==> config.mk <==
export PLATFORM = sky130hd
export DESIGN_NAME = rx_serial_servo
export DESIGN_NICKNAME = d
export VERILOG_FILES = /design/src/rtl/rx_serial_servo.sv
export SDC_FILE = /design/constraint.sdc
export NUM_CORES = 1
export LEC_CHECK = 0
export BUFFER_PORTS_ARGS = -buffer_cell sky130_fd_sc_hd__buf_2
export CORE_ASPECT_RATIO = 0.75
export CORE_MARGIN = 2
export CORE_UTILIZATION = 60
export CTS_BUF_LIST = sky130_fd_sc_hd__clkbuf_8
export DETAILED_ROUTE_END_ITERATION = 6
export PLACE_DENSITY = 0.91
export SYNTH_ARGS = -nofsm -noshare
export SYNTH_HDL_FRONTEND = slang
export SYNTH_SLANG_ARGS = --single-unit
==> constraint.sdc <==
create_clock -name clock -period 2.45 [get_ports clock]
set_input_delay 0.245 -clock clock [delete_from_list [all_inputs] [get_ports clock]]
set_output_delay 0.245 -clock clock [all_outputs]
set_load 0.01 [all_outputs]
==> src/rtl/rx_serial_servo.sv <==
// rtl/rx_serial_servo.sv - UART receiver (8N1; 8E1 when RX_PARITY_EN is defined) for the servo test link
module rx_serial_servo #(
  parameter int CLKS_PER_BIT = 434
) (
  input  logic       clock,
  input  logic       reset,
  input  logic       rx,
  input  logic       recebe_dado,
  output logic [7:0] dado_recebido,
  output logic       pronto_rx,
  output logic       tem_dado,
  output logic       erro_quadro,
  output logic       erro_paridade,
  output logic [3:0] db_estado
);

  localparam int TW = $clog2(CLKS_PER_BIT);
  localparam logic [TW-1:0] HALF_END = TW'(CLKS_PER_BIT / 2 - 1);
  localparam logic [TW-1:0] BIT_END  = TW'(CLKS_PER_BIT - 2);

`ifdef RX_PARITY_EN
  localparam int NBITS = 9;
`else
  localparam int NBITS = 8;
`endif

  localparam logic [3:0] INICIAL       = 4'h0;
  localparam logic [3:0] PREPARACAO    = 4'h1;
  localparam logic [3:0] MEIO_START    = 4'h2;
  localparam logic [3:0] ESPERA_BIT    = 4'h3;
  localparam logic [3:0] AMOSTRA       = 4'h4;
  localparam logic [3:0] VERIFICA_STOP = 4'h5;
  localparam logic [3:0] ARMAZENA      = 4'h6;
  localparam logic [3:0] FINAL_RX      = 4'hF;

  logic             rx_meta;
  logic             rx_s;
  logic [3:0]       estado;
  logic [3:0]       proximo;
  logic [TW-1:0]    tick;
  logic [3:0]       bit_cnt;
  logic [NBITS-1:0] shift_reg;
  logic             stop_bit;
  logic             armado;

  always_ff @(posedge clock or posedge reset) begin
    if (reset) begin
      rx_meta <= 1'b1;
      rx_s    <= 1'b1;
    end else begin
      rx_meta <= rx;
      rx_s    <= rx_meta;
    end
  end

  always_comb begin
    proximo = estado;
    case (estado)
      INICIAL:       if (!rx_s && armado) proximo = PREPARACAO;
      PREPARACAO:    proximo = MEIO_START;
      MEIO_START:    if (tick == HALF_END) proximo = rx_s ? INICIAL : ESPERA_BIT;
      ESPERA_BIT:    if (tick == BIT_END)
                       proximo = (bit_cnt == 4'(NBITS)) ? VERIFICA_STOP : AMOSTRA;
      AMOSTRA:       proximo = ESPERA_BIT;
      VERIFICA_STOP: proximo = ARMAZENA;
      ARMAZENA:      proximo = FINAL_RX;
      FINAL_RX:      proximo = INICIAL;
      default:       proximo = INICIAL;
    endcase
  end

  always_ff @(posedge clock or posedge reset) begin
    if (reset) begin
      estado <= INICIAL;
      tick   <= '0;
    end else begin
      estado <= proximo;
      // Counter restarts on every entry into a counting state
      if ((estado == MEIO_START || estado == ESPERA_BIT) && proximo == estado)
        tick <= tick + 1'b1;
      else
        tick <= '0;
    end
  end

  always_ff @(posedge clock or posedge reset) begin
    if (reset) begin
      bit_cnt   <= '0;
      shift_reg <= '0;
      stop_bit  <= 1'b1;
    end else begin
      if (estado == PREPARACAO)
        bit_cnt <= '0;
      else if (estado == AMOSTRA)
        bit_cnt <= bit_cnt + 1'b1;
      if (estado == AMOSTRA)
        shift_reg <= {rx_s, shift_reg[NBITS-1:1]};
      if (estado == VERIFICA_STOP)
        stop_bit <= rx_s;
    end
  end

  // A low stop bit disarms start detection until the line is seen high again,
  // so a held break does not restart a frame every few cycles.
  always_ff @(posedge clock or posedge reset) begin
    if (reset)
      armado <= 1'b1;
    else if (estado == VERIFICA_STOP)
      armado <= rx_s;
    else if (estado == INICIAL && rx_s)
      armado <= 1'b1;
  end

  always_ff @(posedge clock or posedge reset) begin
    if (reset) begin
      dado_recebido <= 8'h00;
      erro_quadro   <= 1'b0;
      tem_dado      <= 1'b0;
    end else begin
      if (estado == ARMAZENA) begin
        dado_recebido <= shift_reg[7:0];
        erro_quadro   <= ~stop_bit;
        tem_dado      <= 1'b1;
      end else if (recebe_dado) begin
        tem_dado <= 1'b0;
      end
    end
  end

`ifdef RX_PARITY_EN
  // Even parity: XOR over data plus parity bit is 1 on error
  always_ff @(posedge clock or posedge reset) begin
    if (reset)
      erro_paridade <= 1'b0;
    else if (estado == ARMAZENA)
      erro_paridade <= ^shift_reg;
  end
`else
  assign erro_paridade = 1'b0;
`endif

  assign pronto_rx = (estado == FINAL_RX);

  always_comb begin
    case (estado)
      INICIAL, PREPARACAO, MEIO_START, ESPERA_BIT, AMOSTRA,
      VERIFICA_STOP, ARMAZENA, FINAL_RX: db_estado = estado;
      default:                            db_estado = 4'hE;
    endcase
  end

endmodule
== After elaboration in Yosys (flattened, before gate mapping) ==
Cells that the tools add are included.
Operators by class
  order comparisons: 0
  multiplexer cells: 14
  multiply operators: 0
  shift operators: 0
  equal/unequal tests: 11
  bitwise gates (word level): 1
  reductions and logical operators: 10
  div/mod/pow operators: 0
  $add $sub $neg: 2
Operators with widths (number)
  $pmux W4 S7: 1
  $mux W4: 6
  $eq A4 B3 Y1 const B: 3
  $add A9 B1 Y9 const B: 1
  $eq A9 B8 Y1 const B: 1
  $eq A9 B9 Y1 const B: 1
  $mux W9: 1
  $eq A4 B2 Y1 const B: 2
  $eq A4 B4 Y1 const B: 2
  $reduce_or A8 Y1: 1
  $reduce_bool A2 Y1: 3
  $mux W1: 5
  $add A4 B1 Y4 const B: 1
  $eq A4 B1 Y1 const B: 1
  $eq A4 B4 Y1: 1
  $logic_not A4 Y1: 1
  $logic_and A1 B1 Y1: 3
  $mux W2: 1
  $logic_not A1 Y1: 1
  $logic_or A1 B1 Y1: 1
  $not A1 Y1: 1
Storage, ports and cells
  output and inout bits: 16
  bits in latches: 0
  memories kept: 0
  register bits: 39
  bits of input ports: 4
  memory bits (writable): 0
  memory bits (read-only): 0

== Logic depth before layout (Yosys ltp) ==
Gate-level depths: netlist of run 1.
  depth after elaboration: 7
  gate-level depth with buffers: 6

== Worst setup path before layout of run 1 ==
OpenSTA, ideal clock, no wires.
  kind: register -> register
  start: reg tick[0]
  end: reg tick[2]
  clock period less this slack: 1596 ps
  path buffers: 0
  setup slack: 854 ps
  data required time: 2348 ps
  data arrival time: 1494 ps
  stages on the path, launching flop included: 7
  path through: dfrtp_1 inv_1 ha_1 and4b_1 a2111oi_4 nor3_2 nor4_1
Between the ends
  cells in the longest elaborated chain, start to end: 6
RTL lines
  from (decl): RTL line 40  | logic [TW-1:0] tick;
  from (signal assigned): RTL line 80  | tick <= tick + 1'b1;
  $eq A9 B9 Y1 / $eq A9 B8 Y1 (equally long branches): RTL line 62, 61
  $mux W4 (on tied branches): RTL line 62, 61
  $pmux W4 S7: RTL line 58  | case (estado)
  $eq A4 B4 Y1: RTL line 79  | if ((estado == MEIO_START || estado == ESPERA_BIT) && proximo == estado)
  $logic_and A1 B1 Y1: RTL line 79
  $mux W9 *: RTL line 79
Every way passes the cells marked *; elsewhere a longest branch is shown, timed or not.
A chain may end at the register's enable or synchronous reset.

== Final worst setup path of run 1 ==
  start: reg estado[0]
  end: reg tick[7]
Between the ends
  cells in the longest elaborated chain, start to end: 5
RTL lines
  from (decl): RTL line 38  | logic [3:0] estado;
  from (signal assigned): RTL line 77  | estado <= proximo;
  $eq A4 B3 Y1 (tied with other cells): RTL line 58
  $pmux W4 S7: RTL line 58
  $eq A4 B4 Y1: RTL line 79
  $logic_and A1 B1 Y1 *: RTL line 79
  $mux W9 *: RTL line 79
Marked as above.

==> flow_metrics.env, run 1 <==
export IMPL_dieWidth_um=68.6
export IMPL_fmaxAchievable_mhz=514
export IMPL_final_common_cell="dfrtp_1"
export IMPL_r2r_end="tick[7]"
export IMPL_numCtsBuffers=5
export IMPL_hp_class="in2reg"
export IMPL_setup_worst_path_start_class="flip-flop"
export IMPL_tns_ps=0
export IMPL_path_class="reg2reg"
export IMPL_place_area_mm2=0.00199
export IMPL_num_vias=1345
export IMPL_dieArea_mm2=0.00360
export IMPL_num_io_pins=20
export IMPL_start_util_pct=63.5
export IMPL_port_buffers=18
export IMPL_clock_sinks=39
export IMPL_setup_violations=0
export IMPL_max_slew_margin_rel_pct=57.6
export IMPL_antenna_cells=0
export IMPL_design_core_area_mm2=0.00296
export IMPL_outcome="completed"
export IMPL_first_pass_iters=4
export IMPL_cts_root_buf="clkbuf_8"
export IMPL_skew_ps=3.23
export IMPL_finalHoldViolCount=0
export IMPL_fillers=215
export IMPL_regToRegSetupSlack_ps=510
export IMPL_first_iter_violations=105
export IMPL_drv_cap=0
export IMPL_maxSlewViolCount=0
export IMPL_dp_hpwl_mm=2.64
export IMPL_cts_buffer_depth=2
export IMPL_layout_drive_gt1_share_pct=30.2
export IMPL_routed_wl_mm=3.68
export IMPL_grt_pass1_vias=1286
export IMPL_synth_area_per_cell_um2=11.2
export IMPL_postLayoutCellArea_mm2=0.00209
export IMPL_rr_worst_depth=4
export IMPL_wl_per_cell_um=16.2
export IMPL_final_cell_mix="dfrtp_1, buf_2, mux2_2"
export IMPL_grt_max_degree=39
export IMPL_period_share_pct=79.4
export IMPL_overflow=0
export IMPL_whs_endpoint="rx_meta"
export IMPL_grt_pass1_wl_mm=5.99
export IMPL_multi_input_area_um2=820
export IMPL_cp_max_fo=19
export IMPL_synth_seq_cells=39
export IMPL_drc=0
export IMPL_cts_tree="built"
export IMPL_min_from="rx"
export IMPL_cp_arrival_ps=2130
export IMPL_viasPerCell=5.93
export IMPL_clk_latency_ps=300
export IMPL_clkTransAtPathRegs_ps=80
export IMPL_r2r_start="estado[0]"
export IMPL_dieHeight_um=52.5
export IMPL_synthToLayoutAreaGrowth_pct=11.5
export IMPL_ys_seq_area_share_pct=52.2
export IMPL_routabilityCongestion=0.870
export IMPL_power_density_mw_per_mm2=1150
export IMPL_min_period_ps=1940
export IMPL_synth_main_ff_cell="dfrtp_1"
export IMPL_async_flop_share_pct=100
export IMPL_synth_edf_count=0
export IMPL_syn_nets=175
export IMPL_synthCells=167
export IMPL_p_leak_nw=0.952
export IMPL_tightest_slew_ps=636
export IMPL_cts_resized=0
export IMPL_peakVddDrop_uv=697
export IMPL_ys_warn_count=0
export IMPL_syn_cell_area_mm2=0.00188
export IMPL_cp_end_kind="flip-flop"
export IMPL_largest_reg_flops=9
export IMPL_synth_distinct_cells=40
export IMPL_grt_usage_pct=23.9
export IMPL_rsz0062_at_grt="no"
export IMPL_cts_htree_levels=2
export IMPL_worst_ep_required_time_ps=2640
export IMPL_hold_path_depth=1
export IMPL_nets=196
export IMPL_regArea_um2=981
export IMPL_antenna_found_initial=0
export IMPL_row_count=17
export IMPL_ant_nets=0
==> how the worst max path moves through the flow <==
| stage | from | endpoint |
|---|---|---|
| after floorplan | tick[0] | tick[2] |
| after global placement | estado[0] | tick[2] |
| after detailed placement | estado[0] | tick[0] |
| after CTS | estado[0] | tick[0] |
| after global routing | estado[0] | tick[7] |
| final | estado[0] | tick[7] |
==> area by class of cell <==
cell class / count / share of cell area (%)
Timing Repair Buffer: 21 / 5.50
Multi-Input combinational cell: 110 / 39.2
Clock buffer: 5 / 3.29
Sequential cell: 39 / 46.9
Tap cell: 38 / 2.27
Inverter: 11 / 1.97
Clock inverter: 3 / 0.956
==> critical path, stage by stage, from the launching register on <==
cell,delay (ps)
dfrtp_1,750
inv_1,270
a2111oi_4,340
nor3_2,150
nor4_1,310
==> stage by stage <==
step	power, W	worst slack (ps)	util, %	hold WS [ps]	std cells
after global placement	0.00190	713	67.5	256	218
after detailed placement	0.00198	533	67.5	269	218
after global routing	0.00257	335	70.8	26.5	227
final	0.00241	505	70.8	41.8	227
after floorplan	0.00171	854	-	249	167
after CTS	0.00241	502	70.8	36.4	227
==> report_power, final <==
part / internal (W) / leakage (nW) / switching, W
registers: 0.000843 / 0.503 / 0.000241
clock network: 0.000198 / 0.0402 / 0.000235
logic: 0.000397 / 0.409 / 0.000493
total: 0.00144 / 0.952 / 0.000969
==> kinds of logic (layout without fill, tap and decap cells) <==
| logic type | count (synthesis) | in the layout | share of synthesized area, % |
|---|---|---|---|
| and+or+nand+nor | 54 | 54 | 16.8 |
| other | 1 | 1 | 0.200 |
| adders and majority gates | 4 | 4 | 2.66 |
| DFF | 39 | 39 | 52.2 |
| muxes | 17 | 17 | 10.2 |
| xor gates and xnor gates | 9 | 9 | 4.20 |
| buffers and inverters | 18 | 40 | 4.13 |
| AOI/OAI and AO/OA | 25 | 25 | 9.59 |
==> metal layers <==
metal	routed length, um	share of wire, %	global-route usage [%]	vias up
li1	-	-	-	631
met1	1630	44	30.7	655
met2	1770	48	37.8	50
met3	211	5.7	6.45	9
met4	61	1.7	10.3	0
met5	0	0	0	-
==> synthesized netlist by cell type, types with 2 or more instances <==
cell type,number,area [um^2]
a21oi_1,6,30.0
mux2_2,17,191
nor4_1,7,43.8
xor2_1,2,17.5
nor3_1,4,20.0
ha_1,4,50.1
nand2_1,12,45.0
and4b_1,2,20.0
nand3_1,7,35.0
dfstp_2,4,105
inv_1,10,37.5
o21ai_0,7,35.0
a31oi_1,2,12.5
dfrtp_1,35,876
nor2_1,12,45.0
buf_2,5,25.0
a22o_1,2,17.5
xnor2_1,7,61.3
==> repair_timing <==
item | in CTS | in global routing
setup buffers | 0 | 0
endpoints found under the hold margin | 1 | 0
setup endpoints to repair | 0 | 0
hold buffers | 1 | 0
Power figures use the tool's default switching activity.
==> inputs of run 2 (changes only) <==
--- a/config.mk
+++ b/config.mk
@@ -8,10 +8,10 @@
 export BUFFER_PORTS_ARGS = -buffer_cell sky130_fd_sc_hd__buf_2
 export CORE_ASPECT_RATIO = 0.75
 export CORE_MARGIN = 2
-export CORE_UTILIZATION = 60
+export CORE_UTILIZATION = 54
 export CTS_BUF_LIST = sky130_fd_sc_hd__clkbuf_8
 export DETAILED_ROUTE_END_ITERATION = 6
-export PLACE_DENSITY = 0.91
+export PLACE_DENSITY = 0.87
 export SYNTH_ARGS = -nofsm -noshare
 export SYNTH_HDL_FRONTEND = slang
 export SYNTH_SLANG_ARGS = --single-unit
==> constraint.sdc (replaced) <==
create_clock -name clock -period 1.75 [get_ports clock]
set_input_delay 0.175 -clock clock [delete_from_list [all_inputs] [get_ports clock]]
set_output_delay 0.175 -clock clock [all_outputs]
set_load 0.01 [all_outputs]
==> flow_metrics.env, run 2 (synthesis results as in run 1) <==
export IMPL_dp_hpwl_mm=2.69
export IMPL_design_core_area_mm2=0.00331
export IMPL_first_pass_iters=4
export IMPL_finalHoldViolCount=0
export IMPL_grt_usage_pct=22.3
export IMPL_port_buffers=18
export IMPL_cts_htree_levels=2
export IMPL_r2r_start="tick[1]"
export IMPL_fillers=261
export IMPL_min_period_ps=1740
export IMPL_dp_cells=226
export IMPL_regArea_um2=982
export IMPL_cts_buffer_depth=2
export IMPL_setup_violations=0
export IMPL_multi_input_area_um2=876
export IMPL_grt_pass1_vias=1330
export IMPL_outcome="completed"
export IMPL_peakVddDrop_uv=926
export IMPL_postLayoutCellArea_mm2=0.00223
export IMPL_row_count=18
export IMPL_worst_ep_required_time_ps=1950
export IMPL_r2r_end="tick[0]"
export IMPL_final_core_util_pct=67.5
export IMPL_cts_tree="built"
export IMPL_power_density_mw_per_mm2=1630
export IMPL_wl_per_cell_um=17.2
export IMPL_whs_endpoint="tem_dado"
export IMPL_overflow=0
export IMPL_cp_end_kind="flip-flop"
export IMPL_final_common_cell="dfrtp_1"
export IMPL_drv_cap=0
export IMPL_cts_root_buf="clkbuf_8"
export IMPL_first_iter_violations=181
export IMPL_cp_max_fo=8
export IMPL_start_util_pct=56.7
export IMPL_synthToLayoutAreaGrowth_pct=18.9
export IMPL_clock_sinks=39
export IMPL_min_from="recebe_dado"
export IMPL_nets=206
export IMPL_dieArea_mm2=0.00397
export IMPL_hold_path_depth=3
export IMPL_grt_max_degree=40
export IMPL_largest_reg_flops=9
export IMPL_num_vias=1387
export IMPL_grt_pass1_wl_mm=6.44
export IMPL_antenna_found_initial=0
export IMPL_cp_arrival_ps=1950
export IMPL_dieHeight_um=55.1
export IMPL_final_instance_count_excl_fill=239
export IMPL_path_class="reg2reg"
export IMPL_final_cell_mix="dfrtp_1, buf_2, mux2_2"
export IMPL_p_leak_nw=1.02
export IMPL_hp_class="in2reg"
export IMPL_clkTransAtPathRegs_ps=70
export IMPL_rr_worst_depth=6
export IMPL_fmaxAchievable_mhz=573
export IMPL_num_io_pins=20
export IMPL_period_share_pct=99.7
export IMPL_layout_drive_gt1_share_pct=37.7
export IMPL_clk_latency_ps=290
export IMPL_routed_wl_mm=4.10
export IMPL_regToRegSetupSlack_ps=6
export IMPL_dieWidth_um=72.1
export IMPL_skew_ps=4.09
export IMPL_rsz0062_at_grt="yes"
export IMPL_numCtsBuffers=5
export IMPL_antenna_cells=0
export IMPL_drc=0
export IMPL_ant_nets=0
export IMPL_viasPerCell=5.80
export IMPL_routabilityCongestion=0.845
export IMPL_place_area_mm2=0.00204
export IMPL_setup_worst_path_start_class="flip-flop"
export IMPL_maxSlewViolCount=0
[run 2: changes by cell type in the layout (fill, tap and decap cells not counted), moves of 2 or more]
cell	change
clkinvlp_4	-2
buf_4	+9
nor4_2	+4
nor4_1	-4
[run 2: critical path, cell delays in order, from the launching register on]
cell and delay (ps):
dfrtp_1 380, inv_1 60, ha_2 170, and4b_2 270, a2111oi_4 350, nor3_4 140
nor4_2 280
[run 2: timing repair]
action,in CTS,in global routing
endpoints found under the hold margin,29,0
hold buffers,2,0
pin swaps,0,4
buffers inserted,1,2
resized for setup,1,11
gates cloned,0,0
endpoints found under the setup margin,8,15
[run 2: worst max-delay path by stage]
stage	slack, ps	depth (start not counted)	end	startpoint
after global routing	-70	6	tick[0]	tick[0]
final	6	6	tick[0]	tick[1]
after CTS	20	6	tick[2]	tick[1]
after detailed placement	-40	6	tick[2]	tick[0]
after global placement	90	6	tick[7]	tick[0]
after floorplan	150	6	tick[2]	tick[0]
[run 2: where the power goes]
group / switching (W) / total (W) / leakage [nW] / internal (W)
logic: 0.000862 / 0.00155 / 0.469 / 0.000692
registers: 0.000280 / 0.00146 / 0.502 / 0.00118
clock network: 0.000306 / 0.000618 / 0.0524 / 0.000312
total: 0.00145 / 0.00364 / 1.02 / 0.00219
[run 2: metal layers]
metal  routed length (um)  GRT usage [%]  vias up
li1                     -              -      653
met1                 1830           28.1      699
met2                 2080           36.7       30
met3                  159           7.43        5
met4                   36           7.55        0
met5                    0              0        -
[run 2: stage by stage]
step	setup TNS [ps]	hold WS [ps]	power [W]	setup slack (ps)
final	0	167	0.00364	6.10
after global routing	-208	175	0.00390	-67.5
after CTS	0	162	0.00353	23.6
after detailed placement	-116	281	0.00286	-36.0
after global placement	0	281	0.00274	88.8
after floorplan	0	179	0.00239	154
[run 2: area by class of cell]
type                            instances  area share, %
Sequential cell                        39           44.0
Timing Repair Buffer                   31           8.63
Inverter                               11           1.85
Clock buffer                            6           3.70
Multi-Input combinational cell        110           39.2
Tap cell                               40           2.24
Clock inverter                          2          0.392
==> inputs of run 3 (changes only) <==
--- a/config.mk
+++ b/config.mk
@@ -7,7 +7,6 @@
 export LEC_CHECK = 0
 export BUFFER_PORTS_ARGS = -buffer_cell sky130_fd_sc_hd__buf_2
 export CORE_ASPECT_RATIO = 0.75
-export CORE_MARGIN = 2
 export CORE_UTILIZATION = 54
 export CTS_BUF_LIST = sky130_fd_sc_hd__clkbuf_8
 export DETAILED_ROUTE_END_ITERATION = 6
==> constraint.sdc (replaced) <==
create_clock -name clock -period 1.75 [get_ports clock]
set_input_delay 0 -clock clock [delete_from_list [all_inputs] [get_ports clock]]
set_output_delay 0 -clock clock [all_outputs]
set_load 0.01 [all_outputs]
==> flow_metrics.env, run 3 (synthesis results as in run 1) <==
export IMPL_setup_worst_path_start_class="flip-flop"
export IMPL_path_buf_inv=1
export IMPL_design_core_area_mm2=0.00331
export IMPL_final_core_util_pct=68.3
export IMPL_skew_ps=4.30
export IMPL_layout_drive_gt1_share_pct=35.7
export IMPL_cts_root_buf="clkbuf_8"
export IMPL_antenna_cells=0
export IMPL_cts_tree="built"
export IMPL_peakVddDrop_uv=940
export IMPL_row_count=18
export IMPL_fmaxAchievable_mhz=575
export IMPL_cp_top_family="simple AND/OR/NAND/NOR gates"
export IMPL_period_share_pct=99.4
export IMPL_dp_hpwl_mm=2.69
export IMPL_dieArea_mm2=0.00372
export IMPL_antenna_found_initial=0
export IMPL_tns_ps=0
export IMPL_hp_class="in2reg"
export IMPL_maxSlewViolCount=0
export IMPL_routabilityCongestion=0.834
export IMPL_rsz0062_at_grt="yes"
export IMPL_cts_htree_levels=2
export IMPL_routed_wl_mm=3.92
export IMPL_largest_reg_flops=9
export IMPL_cp_max_fo=8
export IMPL_clk_latency_ps=290
export IMPL_synthToLayoutAreaGrowth_pct=20.5
export IMPL_numCtsBuffers=5
export IMPL_grt_max_degree=40
export IMPL_drv_cap=0
export IMPL_nets=206
export IMPL_start_util_pct=56.7
export IMPL_first_pass_iters=5
export IMPL_num_vias=1401
export IMPL_power_density_mw_per_mm2=1710
export IMPL_dieHeight_um=53.1
export IMPL_outcome="completed"
export IMPL_first_iter_violations=82
export IMPL_port_buffers=18
export IMPL_viasPerCell=5.86
export IMPL_final_cell_mix="dfrtp_1, buf_2, mux2_2"
export IMPL_p_leak_nw=1.04
export IMPL_grt_usage_pct=23.0
export IMPL_finalHoldViolCount=0
export IMPL_path_class="reg2reg"
export IMPL_clock_sinks=39
export IMPL_grt_pass1_wl_mm=6.27
export IMPL_overflow=0
export IMPL_grt_pass1_vias=1360
export IMPL_worst_ep_required_time_ps=1950
export IMPL_cp_end_kind="flip-flop"
export IMPL_dieWidth_um=70.1
export IMPL_drc=0
export IMPL_worst_path_max_delay_cell="dfrtp_1"
export IMPL_num_io_pins=20
export IMPL_slowest_delay_ps=390
export IMPL_clkTransAtPathRegs_ps=70
export IMPL_final_common_cell="dfrtp_1"
export IMPL_cp_arrival_ps=1940
export IMPL_min_period_ps=1740
export IMPL_wl_per_cell_um=16.4
export IMPL_cts_buffer_depth=2
export IMPL_setup_violations=0
export IMPL_crit_chain="inv_1 > ha_2 > and4b_2 > a2111oi_4 > nor3_4 > nor4_1"
export IMPL_ant_nets=0
run 3: changes by cell type in the layout (fill, tap and decap cells not counted), sizes merged:
cell and change:
clkbuf -1, dlygate4sd3 +1, clkinv -1, bufinv +2, buf -1
run 3: per-layer routing:
metal  vias up  share of wire [%]  global-route usage [%]
met5         -                  0                       0
met4         0                1.6                    9.33
met3         6                5.4                    6.86
met2        49                 49                    37.0
met1       699                 44                    29.4
li1        647                  -                       -
run 3: worst paths after layout:
kind / start / end / cells after the start / slack [ps]
hold / removal: rx / rx_meta / 2 / 350
max in group asynchronous: reset / armado / 4 / 1030
setup reg to reg: tick[1] / tick[2] / 6 / 10
setup / recovery: tick[1] / tick[2] / 6 / 10
hold reg to reg: rx_meta / rx_s / 0 / 360
min in group asynchronous: reset / dado_recebido[6] / 4 / 360
run 3: timing repair:
| item | 4_1_cts | 5_1_grt |
|---|---|---|
| buffers inserted | 1 | 0 |
| setup endpoints to repair | 8 | 13 |
| gates resized for setup | 1 | 8 |
| hold buffers | 3 | 0 |
| hold endpoints to repair | 37 | 0 |
run 3: power breakdown:
group | internal [W] | switching (W) | leakage, nW
registers | 0.00118 | 0.000278 | 0.502
logic | 0.000685 | 0.000857 | 0.467
clock network | 0.000564 | 0.000305 | 0.0695
run 3: through the flow:
step | setup slack [ps] | instance area (um^2) | hold WS [ps] | power, W | cells
2_1_floorplan | 154 | 1880 | 4.48 | 0.00239 | 167
5_1_grt | -109 | 2260 | 345 | 0.00411 | 239
3_5_place_dp | -71.9 | 2050 | 106 | 0.00288 | 227
3_3_place_gp | 107 | 2050 | 105 | 0.00275 | 227
4_1_cts | 2.28 | 2230 | 336 | 0.00381 | 239
6_report | 10.8 | 2260 | 350 | 0.00387 | 239
run 3: area by class of cell:
cell class              count  area, um^2
well taps                  40        50.0
clock inverters             3        63.8
inverters                  11        41.3
multi-input cells         110         861
clock buffers               5        68.8
fillers                   229        1050
flip-flops and latches     39         982
repair buffers             31         195
